File: config.mk
export PLATFORM = sky130hd
export DESIGN_NAME = instr_fetch_unit_flat
export DESIGN_NICKNAME = d
export VERILOG_FILES = /design/src/rtl/instr_fetch_unit_if.sv /design/src/rtl/instr_fetch_unit.sv /design/src/flat_wrapper.sv
export SDC_FILE = /design/constraint.sdc
export NUM_CORES = 1
export LEC_CHECK = 0
export BUFFER_PORTS_ARGS = -buffer_cell sky130_fd_sc_hd__buf_2
export CAP_MARGIN = 15
export CORE_MARGIN = 1.5
export CORE_UTILIZATION = 61
export CTS_BUF_LIST = sky130_fd_sc_hd__clkbuf_8
export CTS_CLUSTER_DIAMETER = 150
export DETAILED_ROUTE_END_ITERATION = 6
export PLACE_DENSITY = 0.91
export SLEW_MARGIN = 20
export SYNTH_ARGS = -nofsm -noshare
export SYNTH_HDL_FRONTEND = slang
export SYNTH_SLANG_ARGS = --single-unit
File: constraint.sdc
create_clock -name clk -period 10.1 [get_ports clk]
set_input_delay 1.01 -clock clk [delete_from_list [all_inputs] [get_ports clk]]
set_output_delay 1.01 -clock clk [all_outputs]
set_load 0.02 [all_outputs]
File: src/rtl/instr_fetch_unit_if.sv
// Fetch-unit bus bundle: instruction-memory req/ack port plus the
// {instr, pc, pc+4} valid/ready stream towards the core.
interface instr_fetch_unit_if;
  logic        imem_req;
  logic [31:0] imem_addr;
  logic        imem_ack;
  logic [31:0] imem_rdata;
  logic        redirect;
  logic [31:0] redirect_pc;
  logic        out_valid;
  logic [31:0] out_instr;
  logic [31:0] out_pc;
  logic [31:0] out_pc_plus4;
  logic        out_ready;

  modport master (
    output imem_req, imem_addr, out_valid, out_instr, out_pc, out_pc_plus4,
    input  imem_ack, imem_rdata, redirect, redirect_pc, out_ready
  );

  modport slave (
    input  imem_req, imem_addr, out_valid, out_instr, out_pc, out_pc_plus4,
    output imem_ack, imem_rdata, redirect, redirect_pc, out_ready
  );
endinterface

File: src/rtl/instr_fetch_unit.sv
// Instruction fetch stage: owns the fetch PC, issues one outstanding word read
// at a time and buffers returned words in a small circular queue.
module instr_fetch_unit #(
  parameter logic [31:0] RESET_PC = 32'h0000_0000,
  parameter int unsigned DEPTH    = 2
) (
  input  logic               clk,
  input  logic               rst,
  instr_fetch_unit_if.master bus
);
  localparam int unsigned   PW      = $clog2(DEPTH);
  localparam int unsigned   CW      = PW + 1;
  localparam logic [CW-1:0] DEPTH_C = CW'(DEPTH);

  typedef enum logic [1:0] {ST_IDLE, ST_WAIT, ST_DISCARD} state_t;

  state_t        state_q;
  logic [31:0]   fetch_pc_q;
  logic [31:0]   stale_q;
  logic [CW-1:0] count_q;
  logic [CW-1:0] count_d;
  logic [PW-1:0] head_q;
  logic [PW-1:0] tail_q;
  logic [31:0]   instr_q [DEPTH];
  logic [31:0]   pc_q    [DEPTH];
  logic          push;
  logic          pop;
  logic          has_space;
  logic [31:0]   redir_pc;

  assign redir_pc = bus.redirect_pc & 32'hFFFF_FFFC;

  always_comb begin
    pop       = (count_q != '0) && bus.out_ready;
    push      = (state_q == ST_WAIT) && bus.imem_ack;
    count_d   = count_q + CW'(push) - CW'(pop);
    has_space = count_d < DEPTH_C;
  end

  assign bus.imem_req     = (state_q != ST_IDLE);
  assign bus.imem_addr    = (state_q == ST_DISCARD) ? stale_q : fetch_pc_q;
  assign bus.out_valid    = (count_q != '0);
  assign bus.out_instr    = instr_q[head_q];
  assign bus.out_pc       = pc_q[head_q];
  assign bus.out_pc_plus4 = pc_q[head_q] + 32'd4;

  always_ff @(posedge clk or posedge rst) begin
    if (rst) begin
      state_q    <= ST_IDLE;
      fetch_pc_q <= RESET_PC;
      stale_q    <= RESET_PC;
      count_q    <= '0;
      head_q     <= '0;
      tail_q     <= '0;
      for (int unsigned i = 0; i < DEPTH; i++) begin
        instr_q[i] <= '0;
        pc_q[i]    <= '0;
      end
    end else if (bus.redirect) begin
      // Redirect wins over push/pop; an unacked read must still be drained at its old address.
      fetch_pc_q <= redir_pc;
      count_q    <= '0;
      head_q     <= '0;
      tail_q     <= '0;
      if (state_q == ST_WAIT && !bus.imem_ack) begin
        state_q <= ST_DISCARD;
        stale_q <= fetch_pc_q;
      end else if (state_q == ST_DISCARD && !bus.imem_ack) begin
        state_q <= ST_DISCARD;
      end else begin
        state_q <= ST_WAIT;
      end
    end else begin
      count_q <= count_d;
      if (pop) head_q <= head_q + PW'(1);
      if (push) begin
        instr_q[tail_q] <= bus.imem_rdata;
        pc_q[tail_q]    <= fetch_pc_q;
        tail_q          <= tail_q + PW'(1);
        fetch_pc_q      <= fetch_pc_q + 32'd4;
      end
      case (state_q)
        ST_IDLE:    if (has_space) state_q <= ST_WAIT;
        ST_WAIT:    if (bus.imem_ack && !has_space) state_q <= ST_IDLE;
        ST_DISCARD: if (bus.imem_ack) state_q <= ST_WAIT;
        default:    state_q <= ST_IDLE;
      endcase
    end
  end
endmodule
File: src/flat_wrapper.sv
// flat-port wrapper written by rule: the top's interface ports become plain ports
module instr_fetch_unit_flat 
#(
  parameter logic [31:0] RESET_PC = 32'h0000_0000,
  parameter int unsigned DEPTH    = 2
)
  (clk, rst, bus_imem_req, bus_imem_addr, bus_out_valid, bus_out_instr, bus_out_pc, bus_out_pc_plus4, bus_imem_ack, bus_imem_rdata, bus_redirect, bus_redirect_pc, bus_out_ready);
  instr_fetch_unit_if bus_i ();
  input  logic clk;
  input  logic rst;
  output wire logic [$bits(bus_i.imem_req)-1:0] bus_imem_req;
  output wire logic [$bits(bus_i.imem_addr)-1:0] bus_imem_addr;
  output wire logic [$bits(bus_i.out_valid)-1:0] bus_out_valid;
  output wire logic [$bits(bus_i.out_instr)-1:0] bus_out_instr;
  output wire logic [$bits(bus_i.out_pc)-1:0] bus_out_pc;
  output wire logic [$bits(bus_i.out_pc_plus4)-1:0] bus_out_pc_plus4;
  input wire logic [$bits(bus_i.imem_ack)-1:0] bus_imem_ack;
  input wire logic [$bits(bus_i.imem_rdata)-1:0] bus_imem_rdata;
  input wire logic [$bits(bus_i.redirect)-1:0] bus_redirect;
  input wire logic [$bits(bus_i.redirect_pc)-1:0] bus_redirect_pc;
  input wire logic [$bits(bus_i.out_ready)-1:0] bus_out_ready;
  assign bus_imem_req = bus_i.imem_req;
  assign bus_imem_addr = bus_i.imem_addr;
  assign bus_out_valid = bus_i.out_valid;
  assign bus_out_instr = bus_i.out_instr;
  assign bus_out_pc = bus_i.out_pc;
  assign bus_out_pc_plus4 = bus_i.out_pc_plus4;
  assign bus_i.imem_ack = bus_imem_ack;
  assign bus_i.imem_rdata = bus_imem_rdata;
  assign bus_i.redirect = bus_redirect;
  assign bus_i.redirect_pc = bus_redirect_pc;
  assign bus_i.out_ready = bus_out_ready;
  instr_fetch_unit #(.RESET_PC(RESET_PC), .DEPTH(DEPTH)) u_core (.clk(clk), .rst(rst), .bus(bus_i));
endmodule
* Word level (Yosys, flattened, before mapping)
Cells that the tools add are included.
Operators by class: equal/unequal tests 5, reduce and logical (&&, ||, !) cells 16, multiplexer cells 25, bitwise operators 3, order comparisons 4, add/subtract/negate cells 6
Operator list (count):
- 2-to-1 mux 32 bit | 10
- bitwise mux 64 bit | 2
- adder 32 x 3 -> 32 bit (second input constant) | 2
- demux 32 bit (select 1 bit) | 1
- 2-to-1 mux 2 bit | 7
- nonzero test 2 bit | 4
- logical AND 1 bit | 6
- != test 3 bit (second input constant) | 2
- case mux 2 bit (3 select lines) | 1
- >= comparator 2 bit (second input constant) | 2
- 2-to-1 mux 1 bit | 4
- inverter 1 -> 2 bit | 2
- AND reduction 2 bit | 2
- != test 3 x 2 -> 1 bit (second input constant) | 1
- AND reduction 3 bit | 1
- adder 1 bit (second input constant) | 2
- adder 2 x 1 -> 2 bit | 1
- == test 2 x 1 -> 1 bit (second input constant) | 1
- == test 2 bit (second input constant) | 1
- zero test 1 bit | 2
- zero test 2 bit | 1
- < comparator 2 x 1 -> 1 bit (second input constant) | 1
- < comparator 2 bit (second input constant) | 1
- subtractor 2 x 1 -> 2 bit | 1
- inverter 1 bit | 1
Word-level totals: word-level logic and storage cells 69, register bits after elaboration 198

* Longest topological paths before layout
depth after elaboration 10, gate-level depth with buffers 13

* Least setup slack after synthesis
Ideal clock, no wire load.
path type register -> output, from register u_core.head_q, to output bus_out_pc_plus4[24], data arrival time 3.334 ns, buffers on the path 5, cell stages (with the launch flop) 14, setup slack 5.756 ns, path through dfrtp_1 > buf_2 > buf_4 > buf_4 > clkbuf_1 > buf_2 > mux2i_1 > inv_1 > ha_1 > inv_1 > a21oi_2 > nand4_1 > or4_1 > o21ai_1
On the way: cells in the longest elaborated chain, start to end 5
Ends and longest elaborated chain:
- from (decl) | line instr_fetch_unit.sv:22 | logic [PW-1:0] head_q;
- from (signal assigned) | line instr_fetch_unit.sv:75 | if (pop) head_q <= head_q + PW'(1);
- inverter 1 -> 2 bit
- 2-to-1 mux 32 bit (3 in series)
- via bus_out_pc[2] | line flat_wrapper.sv:15 | output wire logic [$bits(bus_i.out_pc)-1:0] bus_out_pc;
- adder 32 x 3 -> 32 bit | line instr_fetch_unit.sv:45 | assign bus.out_pc_plus4 = pc_q[head_q] + 32'd4;
- to (decl) | line flat_wrapper.sv:16 | output wire logic [$bits(bus_i.out_pc_plus4)-1:0] bus_out_pc_plus4;
The timed path passes the listed nets, and every way through them passes these cells. The select of a mux whose other input is x is not followed.

* Final worst setup path
from register u_core.head_q, to output bus_out_pc_plus4[24]
On the way: cells in the longest elaborated chain, start to end 5
Ends and longest elaborated chain (line):
- inverter 1 -> 2 bit (implied by the code) | instr_fetch_unit.sv:45
- 2-to-1 mux 32 bit (implied by the code) (3 in series) | instr_fetch_unit.sv:45
- adder 32 x 3 -> 32 bit | instr_fetch_unit.sv:45
Every way passes these cells. The select of a mux whose other input is x is not followed.

==> impl_metrics.ini <==
[finish]
synthToLayoutAreaGrowth_pct = 14.9
nNetsFinal = 1049
final_cell_area_um2 = 11100
drive_above_1_share_pct = 48.0
insertedDiodeCount = 0

[worst_setup_path]
start_kind = flip-flop
critPathKind = flip-flop to primary output
cp-startpoint = u_core.head_q
cp.arrival_ns = 3.65
endpoint_kind = primary output
r2r_cells = 5
r2r-end = u_core.pc_q[26]
cp.required_ns = 9.09
path_max_fanout = 64
reg2reg_from = u_core.state_q[1]
rrSetupSlack_ns = 7.49

[place]
numPortBuffers = 190
dpl-instance-area_um2 = 10700
gp_congestion = 0.868
post-dp-hpwl_um = 15100

[synthesis]
synth_compound_area_share_pct = 3.51
yosysMostFrequentCell = mux2_2
syn_inst = 809
yosysWarnings = 0
synth-adder-area-share_pct = 0.518
ys_ff_latch = 190
synth_top_family_by_area = multiplexers
avgSynthCellArea_um2 = 11.9
synth.area.mux_share_pct = 28.0
synth_top_area_cell = dfrtp_1
synth_xor_area_share_pct = 5.35
yosysUniqueCellTypes = 51
synth_commonest_cells = mux2_2, dfrtp_1, nand2_1, xnor2_1, clkbuf_1
synthSimpleGateAreaFrac_pct = 9.73
synth-async-reset-ratio_pct = 100
syn_area_um2 = 9660
synth_flop_cell = dfrtp_1
synth_area_leaders = dfrtp_1, mux2_2, xnor2_1
synth_edf_count = 0
netlist.area_leader.share_pct = 49.2
yosysSeqAreaShare_pct = 49.2

[cts]
clk_latency_ns = 0.48
numCtsBuffers = 17
clock-sinks = 190
cts_hold_repair.buffers = 0
cts_resized = 0
clk_path_buf_depth = 2
cts_setup_buffers = 0
cts_tree = yes
htreeDepth = 4
cts_root_buf = clkbuf_8
clkTransAtPathRegs_ns = 0.10

[grt]
grtUsageMet1_pct = 33.0
grt_pass1_vias = 6833
grt.overflow.total = 0
grt_pass1_wl_um = 34700
antenna_found_initial = 2
grt_use_met2_pct = 46.5
grt_max_degree = 92
use_met3_pct = 7.82
top_usage_layer = met2
gr-usage-all-layers_pct = 27.4

[drt]
drt_wl_total_um = 21700
vias = 6854
firstDrtPassIters = 7
post_drt_wl_per_cell_um = 18.1
drt_iter0_markers = 441
postRouteAntennaNets = 0
vias_per_cell = 5.71
drc = 9

[power]
ir_drop_uv = 217
total_power_mw = 3.33
power_density_nw_per_um2 = 300
p_leak_nw = 5.03

[worst_hold_path]
hold_depth = 2
hold_end = u_core.pc_q[19]
hp-class = flip-flop to flip-flop
worstHoldStart = u_core.pc_q[19]

[job]
drv_cap = 0

[die]
die_w_um = 129
io-pin-count = 199
floorplan.initialDensity_pct = 63.1
die_h_um = 129
core_area_um2 = 15300
die_area_um2 = 16600
num_rows = 45

[status]
status = finished, violations left
violations = design-rule violations

[sta]
fin_worst_skew_ns = 0.0131
fin_setup_tns_ns = 0
setup_viol = 0
whs_ns = 0.507
slew_headroom_pct = 30.4
post-route-min-period_ns = 4.66
rsz0062_at_grt = no
final_hold_viol_count = 0
max_freq_mhz = 214
tightest_slew_ns = 1.04
drv_slew = 0
fin_crit_sh_pct = 46.2
-- flip-flops by register name, indices dropped and copies added, names as in the netlist --
register and flops:
u_core.instr_q 64, u_core.state_q 2, u_core.head_q 1, u_core.count_q 2, u_core.stale_q 30, u_core.pc_q 60
u_core.tail_q 1, u_core.fetch_pc_q 30
-- cell usage in the layout, fill, tap and decap left out, drive strengths merged, types with 3 or more instances in the layout --
master	Yosys	routed
mux2	228	228
buf	24	198
dfrtp	190	190
nand2	64	64
xnor2	39	39
o21ai	37	37
inv	23	28
nor2	24	24
nand3	22	22
xor2	20	20
clkbuf	31	18
nand4	17	17
mux2i	14	14
nor3	14	14
a21oi	7	7
nor4	7	7
clkinv	1	7
nand4b	6	6
conb	1	6
nand3b	4	4
ha	4	4
nor2b	4	4
a31oi	3	3
a22oi	3	3
or4	3	3
-- logic make-up after synthesis --
family,count (synthesis)
AO/OA/AOI/OAI,58
other,1
buffers and inverters,79
AND/OR/NAND/NOR,176
adder cells (fa/ha/maj),4
flip-flops,190
multiplexers,242
XOR/XNOR,59
-- layer usage --
metal  routed length [um]  vias to the layer above
li1                     -                     3155
met1                 8820                     3396
met2                10700                      254
met3                 1590                       45
met4                  547                        4
met5                   30                        -
-- through the flow --
step                util (%)  std cells  setup slack, ns
floorplan                  -        814             3.92
global placement        70.0       1167             5.77
detailed placement      70.0       1167             5.77
CTS                     72.3       1199             5.23
global route            72.5       1200             5.21
finish                  72.5       1200             5.44
-- power by group --
| part | internal, mW | switching [mW] | total, mW |
|---|---|---|---|
| Sequential | 1.08 | 0.242 | 1.32 |
| Clock | 0.197 | 0.264 | 0.461 |
| Combinational | 0.701 | 0.845 | 1.55 |
| Total | 1.98 | 1.35 | 3.33 |
-- critical path, stage by stage, from the launching register on --
cell     delay (ns)
dfrtp_4        0.71
buf_16         0.33
mux2i_1        0.19
inv_1          0.10
ha_1           0.17
inv_1          0.10
a21oi_2        0.35
nand4_1        0.33
or4_1          0.59
o21ai_1        0.12
buf_2          0.17
-- worst max-delay path by stage --
stage | endpoint
finish | bus_out_pc_plus4[24]
global route | bus_out_pc_plus4[24]
CTS | bus_out_pc_plus4[24]
detailed placement | bus_out_pc_plus4[24]
global placement | bus_out_pc_plus4[24]
floorplan | u_core.count_q[0]
-- area by class of cell --
cell class / instances / area [um^2]
sequential: 190 / 4760
fill: 1112 / 4220
clock buffer: 18 / 248
timing repair buffer: 198 / 1030
multi-input combinational: 545 / 4590
inverter: 24 / 95.1
clock inverter: 14 / 106
tap: 211 / 264
Note: power is estimated with default switching activity, not from simulation.
